## src/rtl/rst_pkg.sv

```systemverilog
// ============================================================================
// Module      : rst_pkg
// Description : Shared FSM state type and constants for the soft reset block.
// Revision    : 1.0 - initial release
// ============================================================================
`default_nettype none

package rst_pkg;

   typedef enum logic [1:0] {
      ST_IDLE    = 2'd0,
      ST_ASSERT  = 2'd1,
      ST_HOLDOFF = 2'd2
   } rst_state_e;

   localparam logic [15:0] RST_KEY_DEFAULT = 16'hA5C3;
   localparam int          RST_COUNT_W     = 8;

   // Timer width must cover both the pulse and holdoff reload values.
   function automatic int cnt_width(input int pulse, input int hold);
      int m;
      m = (pulse > hold) ? pulse : hold;
      if (m < 2) m = 2;
      return $clog2(m);
   endfunction

endpackage

`default_nettype wire

```

## src/rtl/rst_pulse_timer.sv

```systemverilog
// ============================================================================
// Module      : rst_pulse_timer
// Description : Loadable down-counter with a zero flag; stops at zero.
// Revision    : 1.0 - initial release
// ============================================================================
`default_nettype none

module rst_pulse_timer #(
   parameter int CNT_W = 4
) (
   input  logic             clk,
   input  logic             rst_n,
   input  logic             i_load,
   input  logic [CNT_W-1:0] i_load_val,
   input  logic             i_dec,
   output logic             o_zero
);

   logic [CNT_W-1:0] r_count;

   always_ff @(posedge clk or negedge rst_n) begin
      if (!rst_n) begin
         r_count <= '0;
      end else if (i_load) begin
         r_count <= i_load_val;
      end else if (i_dec && (r_count != '0)) begin
         r_count <= r_count - CNT_W'(1);
      end
   end

   assign o_zero = (r_count == '0);

endmodule

`default_nettype wire

```

## src/rtl/soft_rst_ctrl.sv

```systemverilog
// ============================================================================
// Module      : soft_rst_ctrl
// Description : Key-checked software reset pulse generator with holdoff.
//               Optional watchdog enabled by defining SOFT_RST_WDT_EN.
// Revision    : 1.0 - initial release
// ============================================================================
`default_nettype none

module soft_rst_ctrl
   import rst_pkg::*;
#(
   parameter int               PULSE_CYCLES   = 16,
   parameter int               HOLDOFF_CYCLES = 32,
   parameter int               KEY_W          = 16,
   parameter logic [KEY_W-1:0] RST_KEY        = KEY_W'(RST_KEY_DEFAULT),
   parameter int               WDT_CYCLES     = 1000000
) (
   input  logic                   clk,
   input  logic                   hardware_rst_n,
   input  logic                   sw_rst_req,
   input  logic [KEY_W-1:0]       sw_rst_key,
   input  logic                   wdt_kick,
   output logic                   software_rst,
   output logic                   busy,
   output logic                   req_dropped,
   output logic                   key_err,
   output logic [RST_COUNT_W-1:0] rst_count,
   output logic                   wdt_expired
);

   localparam int                 C_CNT_W      = cnt_width(PULSE_CYCLES, HOLDOFF_CYCLES);
   localparam logic [C_CNT_W-1:0] C_PULSE_LOAD = C_CNT_W'(PULSE_CYCLES - 1);
   localparam logic [C_CNT_W-1:0] C_HOLD_LOAD  =
      C_CNT_W'((HOLDOFF_CYCLES > 0) ? (HOLDOFF_CYCLES - 1) : 0);

   rst_state_e             r_state;
   rst_state_e             w_state_nxt;
   logic                   w_tmr_load;
   logic                   w_tmr_dec;
   logic                   w_tmr_zero;
   logic [C_CNT_W-1:0]     w_tmr_val;
   logic                   w_idle;
   logic                   w_key_ok;
   logic                   w_force;
   logic                   w_accept;
   logic                   r_software_rst;
   logic                   r_busy;
   logic                   r_req_dropped;
   logic                   r_key_err;
   logic [RST_COUNT_W-1:0] r_rst_count;
   logic                   r_wdt_expired;

   assign w_idle   = (r_state == ST_IDLE);
   assign w_key_ok = (sw_rst_key == RST_KEY);
   // A watchdog-forced request and a software request in the same cycle merge into one.
   assign w_accept = w_idle && ((sw_rst_req && w_key_ok) || w_force);

`ifdef SOFT_RST_WDT_EN
   logic [31:0] r_wdt_cnt;

   assign w_force = w_idle && !wdt_kick && (r_wdt_cnt == 32'(WDT_CYCLES - 1));

   always_ff @(posedge clk or negedge hardware_rst_n) begin
      if (!hardware_rst_n) begin
         r_wdt_cnt     <= '0;
         r_wdt_expired <= 1'b0;
      end else begin
         if (!w_idle || wdt_kick || w_force) begin
            r_wdt_cnt <= '0;
         end else begin
            r_wdt_cnt <= r_wdt_cnt + 32'd1;
         end
         if (w_force) begin
            r_wdt_expired <= 1'b1;
         end
      end
   end
`else
   logic w_unused;

   assign w_unused      = ^{wdt_kick, 32'(WDT_CYCLES)};
   assign w_force       = 1'b0;
   assign r_wdt_expired = 1'b0;
`endif

   rst_pulse_timer #(
      .CNT_W (C_CNT_W)
   ) u_timer (
      .clk        (clk),
      .rst_n      (hardware_rst_n),
      .i_load     (w_tmr_load),
      .i_load_val (w_tmr_val),
      .i_dec      (w_tmr_dec),
      .o_zero     (w_tmr_zero)
   );

   always_ff @(posedge clk or negedge hardware_rst_n) begin
      if (!hardware_rst_n) begin
         r_state <= ST_IDLE;
      end else begin
         r_state <= w_state_nxt;
      end
   end

   always_comb begin
      w_state_nxt = r_state;
      w_tmr_load  = 1'b0;
      w_tmr_val   = C_PULSE_LOAD;
      w_tmr_dec   = 1'b0;
      case (r_state)
         ST_IDLE: begin
            if (w_accept) begin
               w_state_nxt = ST_ASSERT;
               w_tmr_load  = 1'b1;
            end
         end
         ST_ASSERT: begin
            if (!w_tmr_zero) begin
               w_tmr_dec = 1'b1;
            end else if (HOLDOFF_CYCLES == 0) begin
               w_state_nxt = ST_IDLE;
            end else begin
               w_state_nxt = ST_HOLDOFF;
               w_tmr_load  = 1'b1;
               w_tmr_val   = C_HOLD_LOAD;
            end
         end
         ST_HOLDOFF: begin
            if (!w_tmr_zero) begin
               w_tmr_dec = 1'b1;
            end else begin
               w_state_nxt = ST_IDLE;
            end
         end
         default: w_state_nxt = ST_IDLE;
      endcase
   end

   // Outputs are registered from the next-state decode so they align with the state.
   always_ff @(posedge clk or negedge hardware_rst_n) begin
      if (!hardware_rst_n) begin
         r_software_rst <= 1'b0;
         r_busy         <= 1'b0;
         r_req_dropped  <= 1'b0;
         r_key_err      <= 1'b0;
         r_rst_count    <= '0;
      end else begin
         r_software_rst <= (w_state_nxt == ST_ASSERT);
         r_busy         <= (w_state_nxt != ST_IDLE);
         r_req_dropped  <= sw_rst_req && !w_idle;
         r_key_err      <= sw_rst_req && w_idle && !w_key_ok;
         if (w_accept && (r_rst_count != '1)) begin
            r_rst_count <= r_rst_count + RST_COUNT_W'(1);
         end
      end
   end

   assign software_rst = r_software_rst;
   assign busy         = r_busy;
   assign req_dropped  = r_req_dropped;
   assign key_err      = r_key_err;
   assign rst_count    = r_rst_count;
   assign wdt_expired  = r_wdt_expired;

endmodule

`default_nettype wire

```

## config.mk

```make
export PLATFORM = sky130hd
export DESIGN_NAME = soft_rst_ctrl
export DESIGN_NICKNAME = d
export VERILOG_FILES = /design/src/rtl/rst_pkg.sv /design/src/rtl/rst_pulse_timer.sv /design/src/rtl/soft_rst_ctrl.sv
export SDC_FILE = /design/constraint.sdc
export NUM_CORES = 1
export LEC_CHECK = 0
export BUFFER_PORTS_ARGS = -buffer_cell sky130_fd_sc_hd__buf_2
export CORE_AREA = 10 10 50 72
export CTS_CLUSTER_SIZE = 12
export DETAILED_ROUTE_END_ITERATION = 6
export DIE_AREA = 0 0 60 82
export PLACE_DENSITY_LB_ADDON = 0.25
export REMOVE_ABC_BUFFERS = 1
export SKIP_LAST_GASP = 1
export SLEW_MARGIN = 20
export SYNTH_ARGS = -nofsm -noshare
export SYNTH_HDL_FRONTEND = slang
export SYNTH_SLANG_ARGS = --single-unit
```

## constraint.sdc

```tcl
create_clock -name clk -period 4.2 [get_ports clk]
set_clock_uncertainty 0.05 [all_clocks]
set_input_delay 0.21 -clock clk [delete_from_list [all_inputs] [get_ports clk]]
set_output_delay 0.21 -clock clk [all_outputs]
set_load 0.1 [all_outputs]
```

==> impl_metrics.env <==
export IMPL_synth_top_family_by_area="simple AND/OR/NAND/NOR gates"
export IMPL_fin_nets=163
export IMPL_gr_total_overflow=0
export IMPL_cts_max_path_buffers=2
export IMPL_fin_tns_setup_ps=0
export IMPL_grt_max_degree=20
export IMPL_die_y_um=82
export IMPL_start_kind="register"
export IMPL_drive_gt1_share_pct=30.4
export IMPL_antenna_left=0
export IMPL_htreeDepth=1
export IMPL_cp_arrival_ps=2090
export IMPL_ys_top_cells_by_area="dfrtp_1 44%, ha_1 8.1%, xor2_1 4.9%"
export IMPL_postCtsSetupBuffers=0
export IMPL_synth_xor_area_share_pct=5.68
export IMPL_numCtsBuffers=3
export IMPL_io_pins=33
export IMPL_wl_um=2380
export IMPL_fin_crit_ps=1940
export IMPL_first_global_vias=903
export IMPL_cts_tree="done"
export IMPL_cts_root_buf="clkbuf_4"
export IMPL_coreArea_um2=2370
export IMPL_vias_per_cell=5.35
export IMPL_antenna_found_initial=0
export IMPL_rsz0062_at_grt="false"
export IMPL_p_int_uw=228
export IMPL_die_area_um2=4920
export IMPL_syn_inst=102
export IMPL_slew_viol_final=0
export IMPL_tightest_slew_ps=627
export IMPL_p_switching_uw=76.4
export IMPL_timing_final_crit_share_pct=46.3
export IMPL_initial_core_util_pct=45.6
export IMPL_yosys_top_cells_count="19 x dfrtp_1, 9 x nand2_1, 7 x ha_1, 7 x nor2_1"
export IMPL_synthMuxAreaShare_pct=4.06
export IMPL_synthesis_area_um2=1080
export IMPL_synth_flop_cell="dfrtp_1"
export IMPL_crit_type="register to register"
export IMPL_leakagePower_nw=0.675
export IMPL_yosys_warnings=0
export IMPL_end_kind="register"
export IMPL_hold_path_class="input pin to register"
export IMPL_numPortBuffers=30
export IMPL_critPathRequiredTime_ps=4350
export IMPL_gp_congestion=0.793
export IMPL_pwr_share_comb_pct=8.6
export IMPL_vdd_drop_max_uv=184
export IMPL_std_cell_rows=22
export IMPL_syn_avg_cell_area_um2=10.6
export IMPL_antenna_cells=0
export IMPL_setup_viol=0
export IMPL_grt_total_usage_pct=10.2
export IMPL_drtIter0Drc=27
export IMPL_hpwl_um=1910
export IMPL_synth_cell_types=35
export IMPL_synthAdderAreaFrac_pct=8.12
export IMPL_synth_edf_count=0
export IMPL_power_frac_clock_pct=31.1
export IMPL_area_growth_pct=18.8
export IMPL_pwr_density_cell_nw_per_um2=238
export IMPL_max_freq_mhz=515
export IMPL_dp_cells=154
export IMPL_maxCapViolations=0
export IMPL_yosysTopAreaCellShare_pct=44.1
export IMPL_synth_simple_area_share_pct=24.6
export IMPL_synth_compound_area_share_pct=9.63
export IMPL_post_synth_top_count_cell="dfrtp_1"
export IMPL_slew_headroom_pct=58.1
export IMPL_grt_pass1_wl_um=3910
export IMPL_clkSinkCount=19
export IMPL_clock_latency_ps=300
export IMPL_seq_area_frac_synth_pct=44.1
export IMPL_drt_first_pass_iters=4
export IMPL_wl_per_cell_um=14.9
export IMPL_drc=0
export IMPL_power_frac_seq_pct=60.3
export IMPL_clk_pin_slew_ps=110
export IMPL_async_flop_share_pct=100
export IMPL_switching_share_pct=25.1
export IMPL_stdcell_count=159
export IMPL_yosys_register_bits=19
export IMPL_synth_area_leader_cell="dfrtp_1"
export IMPL_status="finished clean"
export IMPL_num_vias=850
export IMPL_hold_viol=0
export IMPL_cp_max_fo=9
export IMPL_fp_dieW_um=60
-- stage by stage --
stage	utilization (%)	instance area, um2	hold slack (ps)	setup WS (ps)	power (mW)
after detailed placement	52.5	1240	121	1980	0.213
after floorplan	-	1060	-136	1870	0.200
after global placement	52.5	1240	115	1950	0.212
after CTS	54.1	1280	120	2250	0.312
after global routing	54.1	1280	118	2120	0.320
final	54.1	1280	131	2260	0.305
-- worst paths after layout --
kind / startpoint / end / slack [ps] / cells after the start
setup / recovery: r_state[1] / rst_count[6] / 2260 / 5
hold / removal: sw_rst_req / req_dropped / 130 / 2
setup reg to reg: r_state[1] / rst_count[6] / 2260 / 5
hold reg to reg: rst_count[5] / rst_count[5] / 480 / 1
max in group asynchronous: hardware_rst_n / busy / 3490 / 2
min in group asynchronous: hardware_rst_n / rst_count[4] / 310 / 2
-- worst max-delay path, stage by stage, from the launching register on --
cell,delay [ps]
dfrtp_1,450
inv_1,100
ha_1,200
nand2_1,250
nor4_1,410
mux2_2,380
-- placed cells by master (no fill, tap or decap), types with 2 or more instances in the layout --
master    synthesis  routed
a21oi_1           2       2
buf_2             0      30
clkbuf_4          0       3
dfrtp_1          19      19
ha_1              7       7
inv_1             6       6
mux2_2            3       3
nand2_1           9       9
nand2b_1          2       2
nand3_1           2       2
nand4_1           3       3
nor2_1            7       7
nor2b_1           2       2
nor3_1            5       5
nor4bb_1          2       2
o211ai_1          3       3
o21ai_0           4       4
xor2_1            6       6
-- metal layers --
metal,vias to the layer above,wire length (um),track usage (%)
met3,4,132,2.62
met1,406,803,9.73
met5,-,0,0
met2,14,1380,18.3
li1,426,-,-
met4,0,62,6.76
-- sequential cells by signal, summed over array words and instances, names as in the netlist --
signal,cells
r_state,2
key_err,1
req_dropped,1
busy,1
u_timer.r_count,5
rst_count,8
software_rst,1
-- cells by family after synthesis --
| group | count (synthesis) |
|---|---|
| flops | 19 |
| fa+ha+maj | 7 |
| xor+xnor | 7 |
| mux | 4 |
| other cells | 1 |
| buf+inv | 8 |
| compound gates | 15 |
| simple gates | 41 |
-- area by class of cell --
type / instances / area (um2)
multi-input cells: 75 / 566
repair buffers: 31 / 160
clock buffers: 3 / 22.5
fillers: 218 / 1090
clock inverters: 1 / 5.00
inverters: 6 / 22.5
flip-flops and latches: 19 / 475
well taps: 24 / 30.0
-- power by group through the flow --
stage	Combinational (mW)	Sequential [mW]	Clock, mW
6_report	0.0262	0.184	0.0949
4_1_cts	0.0267	0.184	0.102
3_3_place_gp	0.0252	0.187	0
2_1_floorplan	0.00832	0.191	0
5_1_grt	0.0283	0.184	0.108
3_5_place_dp	0.0259	0.187	0
-- what timing repair did --
action	in CTS	in global routing
resized for setup	0	0
hold buffers	1	0
endpoints found under the hold margin	19	0
Power figures use the tool's default switching activity.
